### src/rtl/i2c_target_regs.sv
// i2c_target_regs: I2C target endpoint with a 16 x 8-bit register file.
// Define I2C_TGT_STRETCH_EN to add SCL stretching ahead of read bytes.
module i2c_target_regs #(
  parameter logic [6:0] SLAVE_ADDR = 7'h50
`ifdef I2C_TGT_STRETCH_EN
  , parameter logic [7:0] STRETCH_CYC = 8'd64
`endif
) (
  input  logic       clk,
  input  logic       rst,
  input  logic       scl_in,
  input  logic       sda_in,
  output logic       sda_oen,
  output logic       scl_oen,
  output logic       wr_pulse,
  output logic [3:0] wr_addr,
  output logic [7:0] wr_data,
  input  logic [3:0] loc_addr,
  output logic [7:0] loc_rdata,
  output logic       busy
);

  typedef enum logic [3:0] {
    IDLE, ADDR, ADDR_ACK, PTR, PTR_ACK,
    WDATA, WDATA_ACK, RDATA, RACK
  } state_t;

  state_t     state_q, state_d;
  logic [1:0] scl_sy, sda_sy;
  logic       scl_q, sda_q;
  logic       scl_s, sda_s;
  logic       scl_rise, scl_fall;
  logic       start, stop;
  logic [6:0] sreg;
  logic [7:0] rx_byte;
  logic [2:0] cnt;
  logic       phase;
  logic       rw;
  logic [3:0] ptr, ptr_inc;
  logic [7:0] regs [16];
  logic [7:0] rd_src;
  logic       bit_done, ack_end;
  logic       load_rd;
  logic       sda_nxt;

  assign scl_s    = scl_sy[1];
  assign sda_s    = sda_sy[1];
  assign scl_rise = scl_s & ~scl_q;
  assign scl_fall = ~scl_s & scl_q;
  assign start    = scl_s & scl_q & ~sda_s & sda_q;
  assign stop     = scl_s & scl_q & sda_s & ~sda_q;
  assign rx_byte  = {sreg, sda_s};
  assign bit_done = scl_rise & (cnt == 3'd7);
  assign ack_end  = scl_fall & phase;
  assign ptr_inc  = ptr + 4'd1;
  assign rd_src   = (state_q == RACK) ? regs[ptr_inc] : regs[ptr];
  assign load_rd  = ack_end & ~start & ~stop &
                    ((state_q == ADDR_ACK & rw) |
                     (state_q == RACK));

  // Pin synchronizers plus one edge-detect flop per line
  always_ff @(posedge clk or negedge rst) begin
    if (!rst) begin
      scl_sy <= 2'b11;
      sda_sy <= 2'b11;
      scl_q  <= 1'b1;
      sda_q  <= 1'b1;
    end else begin
      scl_sy <= {scl_sy[0], scl_in};
      sda_sy <= {sda_sy[0], sda_in};
      scl_q  <= scl_s;
      sda_q  <= sda_s;
    end
  end

  // State register
  always_ff @(posedge clk or negedge rst) begin
    if (!rst) state_q <= IDLE;
    else      state_q <= state_d;
  end

  // Next state; bus START/STOP win over everything
  always_comb begin
    state_d = state_q;
    if (stop) begin
      state_d = IDLE;
    end else if (start) begin
      state_d = ADDR;
    end else begin
      unique case (state_q)
        IDLE: ;
        ADDR:
          if (bit_done)
            state_d = (rx_byte[7:1] == SLAVE_ADDR)
                      ? ADDR_ACK : IDLE;
        ADDR_ACK:
          if (ack_end) state_d = rw ? RDATA : PTR;
        PTR:
          if (bit_done)
            state_d = (rx_byte[7:4] == 4'd0)
                      ? PTR_ACK : IDLE;
        PTR_ACK:
          if (ack_end) state_d = WDATA;
        WDATA:
          if (bit_done) state_d = WDATA_ACK;
        WDATA_ACK:
          if (ack_end) state_d = WDATA;
        RDATA:
          if (bit_done) state_d = RACK;
        RACK:
          if (scl_rise && sda_s) state_d = IDLE;
          else if (ack_end)      state_d = RDATA;
        default: state_d = IDLE;
      endcase
    end
  end

  // SDA drive level; it only moves on a detected SCL fall
  always_comb begin
    sda_nxt = sda_oen;
    if (start || stop) begin
      sda_nxt = 1'b1;
    end else if (scl_fall) begin
      unique case (state_q)
        ADDR_ACK, PTR_ACK, WDATA_ACK:
          sda_nxt = phase ? (load_rd ? rd_src[7] : 1'b1)
                          : 1'b0;
        RDATA:   sda_nxt = sreg[6];
        RACK:    sda_nxt = phase ? rd_src[7] : 1'b1;
        default: sda_nxt = 1'b1;
      endcase
    end
  end

  // Shifter, bit counter, pointer, register file and write strobe
  always_ff @(posedge clk or negedge rst) begin
    if (!rst) begin
      sda_oen  <= 1'b1;
      sreg     <= 7'd0;
      cnt      <= 3'd0;
      phase    <= 1'b0;
      rw       <= 1'b0;
      ptr      <= 4'd0;
      busy     <= 1'b0;
      wr_pulse <= 1'b0;
      wr_addr  <= 4'd0;
      wr_data  <= 8'd0;
      for (int i = 0; i < 16; i++) regs[i] <= 8'h00;
    end else begin
      sda_oen  <= sda_nxt;
      wr_pulse <= 1'b0;
      if (stop || start) begin
        busy  <= 1'b0;
        cnt   <= 3'd0;
        phase <= 1'b0;
      end else begin
        unique case (state_q)
          ADDR: if (scl_rise) begin
            sreg  <= rx_byte[6:0];
            cnt   <= cnt + 3'd1;
            phase <= 1'b0;
            if (bit_done) begin
              rw <= sda_s;
              if (rx_byte[7:1] == SLAVE_ADDR) busy <= 1'b1;
            end
          end
          PTR: if (scl_rise) begin
            sreg  <= rx_byte[6:0];
            cnt   <= cnt + 3'd1;
            phase <= 1'b0;
            if (bit_done && rx_byte[7:4] == 4'd0)
              ptr <= rx_byte[3:0];
          end
          WDATA: if (scl_rise) begin
            sreg  <= rx_byte[6:0];
            cnt   <= cnt + 3'd1;
            phase <= 1'b0;
            if (bit_done) begin
              regs[ptr] <= rx_byte;
              wr_pulse  <= 1'b1;
              wr_addr   <= ptr;
              wr_data   <= rx_byte;
            end
          end
          ADDR_ACK, PTR_ACK, WDATA_ACK: begin
            if (scl_rise) phase <= 1'b1;
            if (ack_end) begin
              phase <= 1'b0;
              if (state_q == WDATA_ACK) ptr <= ptr_inc;
              if (load_rd) sreg <= rd_src[6:0];
            end
          end
          RDATA: begin
            if (scl_rise) begin
              cnt   <= cnt + 3'd1;
              phase <= 1'b0;
            end
            if (scl_fall) sreg <= {sreg[5:0], 1'b0};
          end
          RACK: begin
            if (scl_rise) phase <= 1'b1;
            if (ack_end) begin
              phase <= 1'b0;
              ptr   <= ptr_inc;
              sreg  <= rd_src[6:0];
            end
          end
          default: ;
        endcase
      end
    end
  end

  // Local read port, one clock of latency
  always_ff @(posedge clk or negedge rst) begin
    if (!rst) loc_rdata <= 8'h00;
    else      loc_rdata <= regs[loc_addr];
  end

`ifdef I2C_TGT_STRETCH_EN
  logic       scl_hold;
  logic [7:0] st_cnt;

  // Hold SCL low for STRETCH_CYC clocks ahead of each read byte
  always_ff @(posedge clk or negedge rst) begin
    if (!rst) begin
      scl_hold <= 1'b0;
      st_cnt   <= 8'd0;
    end else if (start || stop) begin
      scl_hold <= 1'b0;
    end else if (load_rd) begin
      scl_hold <= 1'b1;
      st_cnt   <= STRETCH_CYC - 8'd1;
    end else if (scl_hold) begin
      if (st_cnt == 8'd0) scl_hold <= 1'b0;
      else                st_cnt   <= st_cnt - 8'd1;
    end
  end

  assign scl_oen = ~scl_hold;
`else
  assign scl_oen = 1'b1;
`endif

endmodule

### config.mk
export PLATFORM = sky130hd
export DESIGN_NAME = i2c_target_regs
export DESIGN_NICKNAME = d
export VERILOG_FILES = /design/src/rtl/i2c_target_regs.sv
export SDC_FILE = /design/constraint.sdc
export NUM_CORES = 1
export LEC_CHECK = 0
export BUFFER_PORTS_ARGS = -buffer_cell sky130_fd_sc_hd__buf_2
export CORE_MARGIN = 5
export CORE_UTILIZATION = 63
export CTS_CLUSTER_DIAMETER = 50
export DETAILED_ROUTE_END_ITERATION = 8
export PLACE_DENSITY_LB_ADDON = 0.12
export SYNTH_ARGS = -nofsm -noshare
export SYNTH_HDL_FRONTEND = slang
export SYNTH_SLANG_ARGS = --single-unit
export TNS_END_PERCENT = 100
### constraint.sdc
create_clock -name clk -period 3.55 [get_ports clk]
set_input_delay 0.5325 -clock clk [delete_from_list [all_inputs] [get_ports clk]]
set_output_delay 0.5325 -clock clk [all_outputs]
set_load 0.005 [all_outputs]
==> results.py <==
metrics = {
    "place": {
        "routabilityCongestion": 0.920,
        "port_buffers": 30,
        "hpwl_um": 17200,
        "dp_worst_setup_slack_ns": 0.788,
        "dpl_cell_area_um2": 10700,
    },
    "worst_setup_path": {
        "r2r_cells": 6,
        "path_cells": "inv_1 -> nand3_1 -> nor2_2 -> buf_4 -> nand4_2 -> mux2_2",
        "cp_num_buf_inv": 2,
        "crit_slowest_cell": "dfrtp_1",
        "critical_path.max_stage_delay_ns": 0.61,
        "crit_family": "simple AND/OR/NAND/NOR gates",
        "cp.required_ns": 3.86,
        "cp_max_fo": 18,
        "crit_arrival_ns": 3.11,
        "crit_cells": 6,
        "start_kind": "register",
        "crit_type": "register to register",
        "end_kind": "register",
    },
    "drt": {
        "drtIter0Drc": 694,
        "ant_nets": 0,
        "wl_met2_um": 12800,
        "num_vias": 6784,
        "detail_route.wl_per_cell_um": 27.7,
        "wl_met1_um": 11000,
        "met3WireLength_um": 2120,
        "viasPerCell": 7.10,
        "drc": 0,
        "first_pass_iters": 5,
        "routed_wl_um": 26500,
        "routed.top_layer": "met4",
    },
    "cts": {
        "clock-sinks": 177,
        "cts_tree": "built",
        "clk_pin_slew_ns": 0.07,
        "cts_hold_buf": 0,
        "cts_made_buffers": 17,
        "clockBufferDepth": 2,
        "htreeDepth": 4,
        "ctsResizeCount": 0,
        "clkLatencyLatePin_ns": 0.43,
        "post_cts_buffers": 0,
        "cts_root_buffer": "clkbuf_16",
    },
    "logic_synthesis": {
        "synth-async-reset-ratio": 1.00,
        "yosysUniqueCellTypes": 61,
        "ys_warn_count": 0,
        "netlist_area_um2": 10400,
        "yosysSeqAreaShare": 0.426,
        "synth_edf_count": 0,
        "syn_inst": 709,
        "syn_nets": 723,
        "synthFlopType": "dfrtp_1",
        "yosys_register_bits": 177,
        "synth_area_per_cell_um2": 14.7,
    },
    "timing": {
        "period_needed_ns": 2.80,
        "finalMaxSlewViolations": 0,
        "worst_pin_slew_ns": 1.12,
        "hold_viol": 0,
        "setup_ws_ns": 0.745,
        "setup_viol": 0,
        "fin_skew_ns": 0.0136,
        "max_slew_margin": 0.254,
        "setup_tns_ns": 0,
        "rsz0062_at_grt": "false",
        "fmax_mhz": 357,
        "fin_crit_sh": 0.790,
    },
    "pwr": {
        "irDropWorstVdd_uv": 339,
        "p_per_area_nw_per_um2": 394,
        "p_leak_nw": 5.28,
    },
    "die": {
        "rows": 47,
        "start_util": 0.635,
        "io_pins": 32,
        "fp.dieArea_um2": 19200,
        "die_h_um": 139,
        "core_area_um2": 16400,
        "die_w_um": 139,
    },
    "grt": {
        "grtUsageTotal": 0.288,
        "grt_overflow": 0,
        "grt_max_degree": 113,
        "grt_pass1_vias": 6948,
        "grt_pass1_wl_um": 42200,
        "antenna_found_initial": 0,
    },
    "worst_hold_path": {
        "hold_class": "primary input to asynchronous set/reset pin",
    },
    "cells_and_area": {
        "fin_nets": 737,
        "post-route-util": 0.692,
        "layout_common_cells": "dfrtp_1 (168), mux2_2 (142), mux4_2 (87), mux2i_1 (39), buf_4 (33)",
        "area_growth_syn_to_layout_pct": 8.99,
        "stdcell_area_um2": 11300,
        "final_common_cell": "dfrtp_1",
        "drive_above_1_share": 0.474,
        "diodes": 0,
    },
    "run_status": {
        "status": "complete, no violations",
    },
    "run": {
        "cap_violations": 0,
    },
}
synth_stat cells, types with 6 or more instances:
cell / instances / area share
buf_1: 7 / 0.0025
nand3_1: 20 / 0.0096
buf_2: 26 / 0.012
clkbuf_1: 23 / 0.0083
a21oi_1: 8 / 0.0038
dfrtp_1: 170 / 0.41
mux2i_1: 39 / 0.037
mux2_2: 142 / 0.15
buf_6: 6 / 0.0065
inv_1: 8 / 0.0029
nand2_1: 11 / 0.0040
dfstp_2: 7 / 0.018
mux4_2: 87 / 0.19
nor2b_1: 6 / 0.0036
mux4_1: 18 / 0.045
o21ai_0: 6 / 0.0029
nor3_1: 8 / 0.0038
ha_1: 6 / 0.0072
nor2_1: 23 / 0.0083
worst paths after layout:
path                              to  slack [ns]        from
max                         regs[27]        0.75  state_q[3]
min                           cnt[0]        0.19         rst
max reg2reg                 regs[27]        0.75  state_q[3]
min reg2reg                sda_sy[1]        0.36   sda_sy[0]
max in group asynchronous   regs[29]        2.34         rst
min in group clk           sda_sy[0]        0.20      sda_in
kinds of logic (layout without fill, tap and decap cells):
family / Yosys count / after routing / synth area share
mux: 289 / 289 / 0.429
other cells: 1 / 1 / 0.000360
xor+xnor: 6 / 6 / 0.00577
buf+inv: 77 / 104 / 0.0401
simple gates: 97 / 97 / 0.0514
compound gates: 56 / 56 / 0.0398
flops: 177 / 177 / 0.426
fa+ha+maj: 6 / 6 / 0.00721
metrics by stage:
| step | hold slack, ns | instances | power, mW |
|---|---|---|---|
| floorplan | 0.237 | 709 | 2.38 |
| global placement | 0.345 | 924 | 2.54 |
| detailed placement | 0.348 | 924 | 2.55 |
| CTS | 0.182 | 956 | 4.50 |
| global route | 0.186 | 956 | 4.62 |
| finish | 0.193 | 956 | 4.48 |
sequential cells by signal (all words and copies together) (netlist names), 2 cells and up:
signal / cells
regs: 128
loc_rdata: 8
wr_data: 8
sreg: 7
ptr: 4
state_q: 4
wr_addr: 4
cnt: 3
scl_sy: 2
sda_sy: 2
routing by layer:
layer,up-vias,GRT usage
met5,-,0
met4,0,0.0827
met3,35,0.0603
met2,325,0.449
met1,3618,0.417
li1,2806,-
cell type report:
class                      count  area [µm²]
clock buffer                  18         439
clock inverter                14         178
fill                        1117        5060
inverter                       8        30.0
multi-input combinational    455        5560
sequential                   177        4440
tap                          220         275
timing repair buffer          64         424
power by group:
part	internal [mW]	total (mW)	switching, mW	leakage (nW)
combinational	0.117	0.322	0.205	2.56
clock	1.14	1.96	0.824	0.290
sequential	2.05	2.19	0.143	2.43
(Power assumes the default switching activity.)
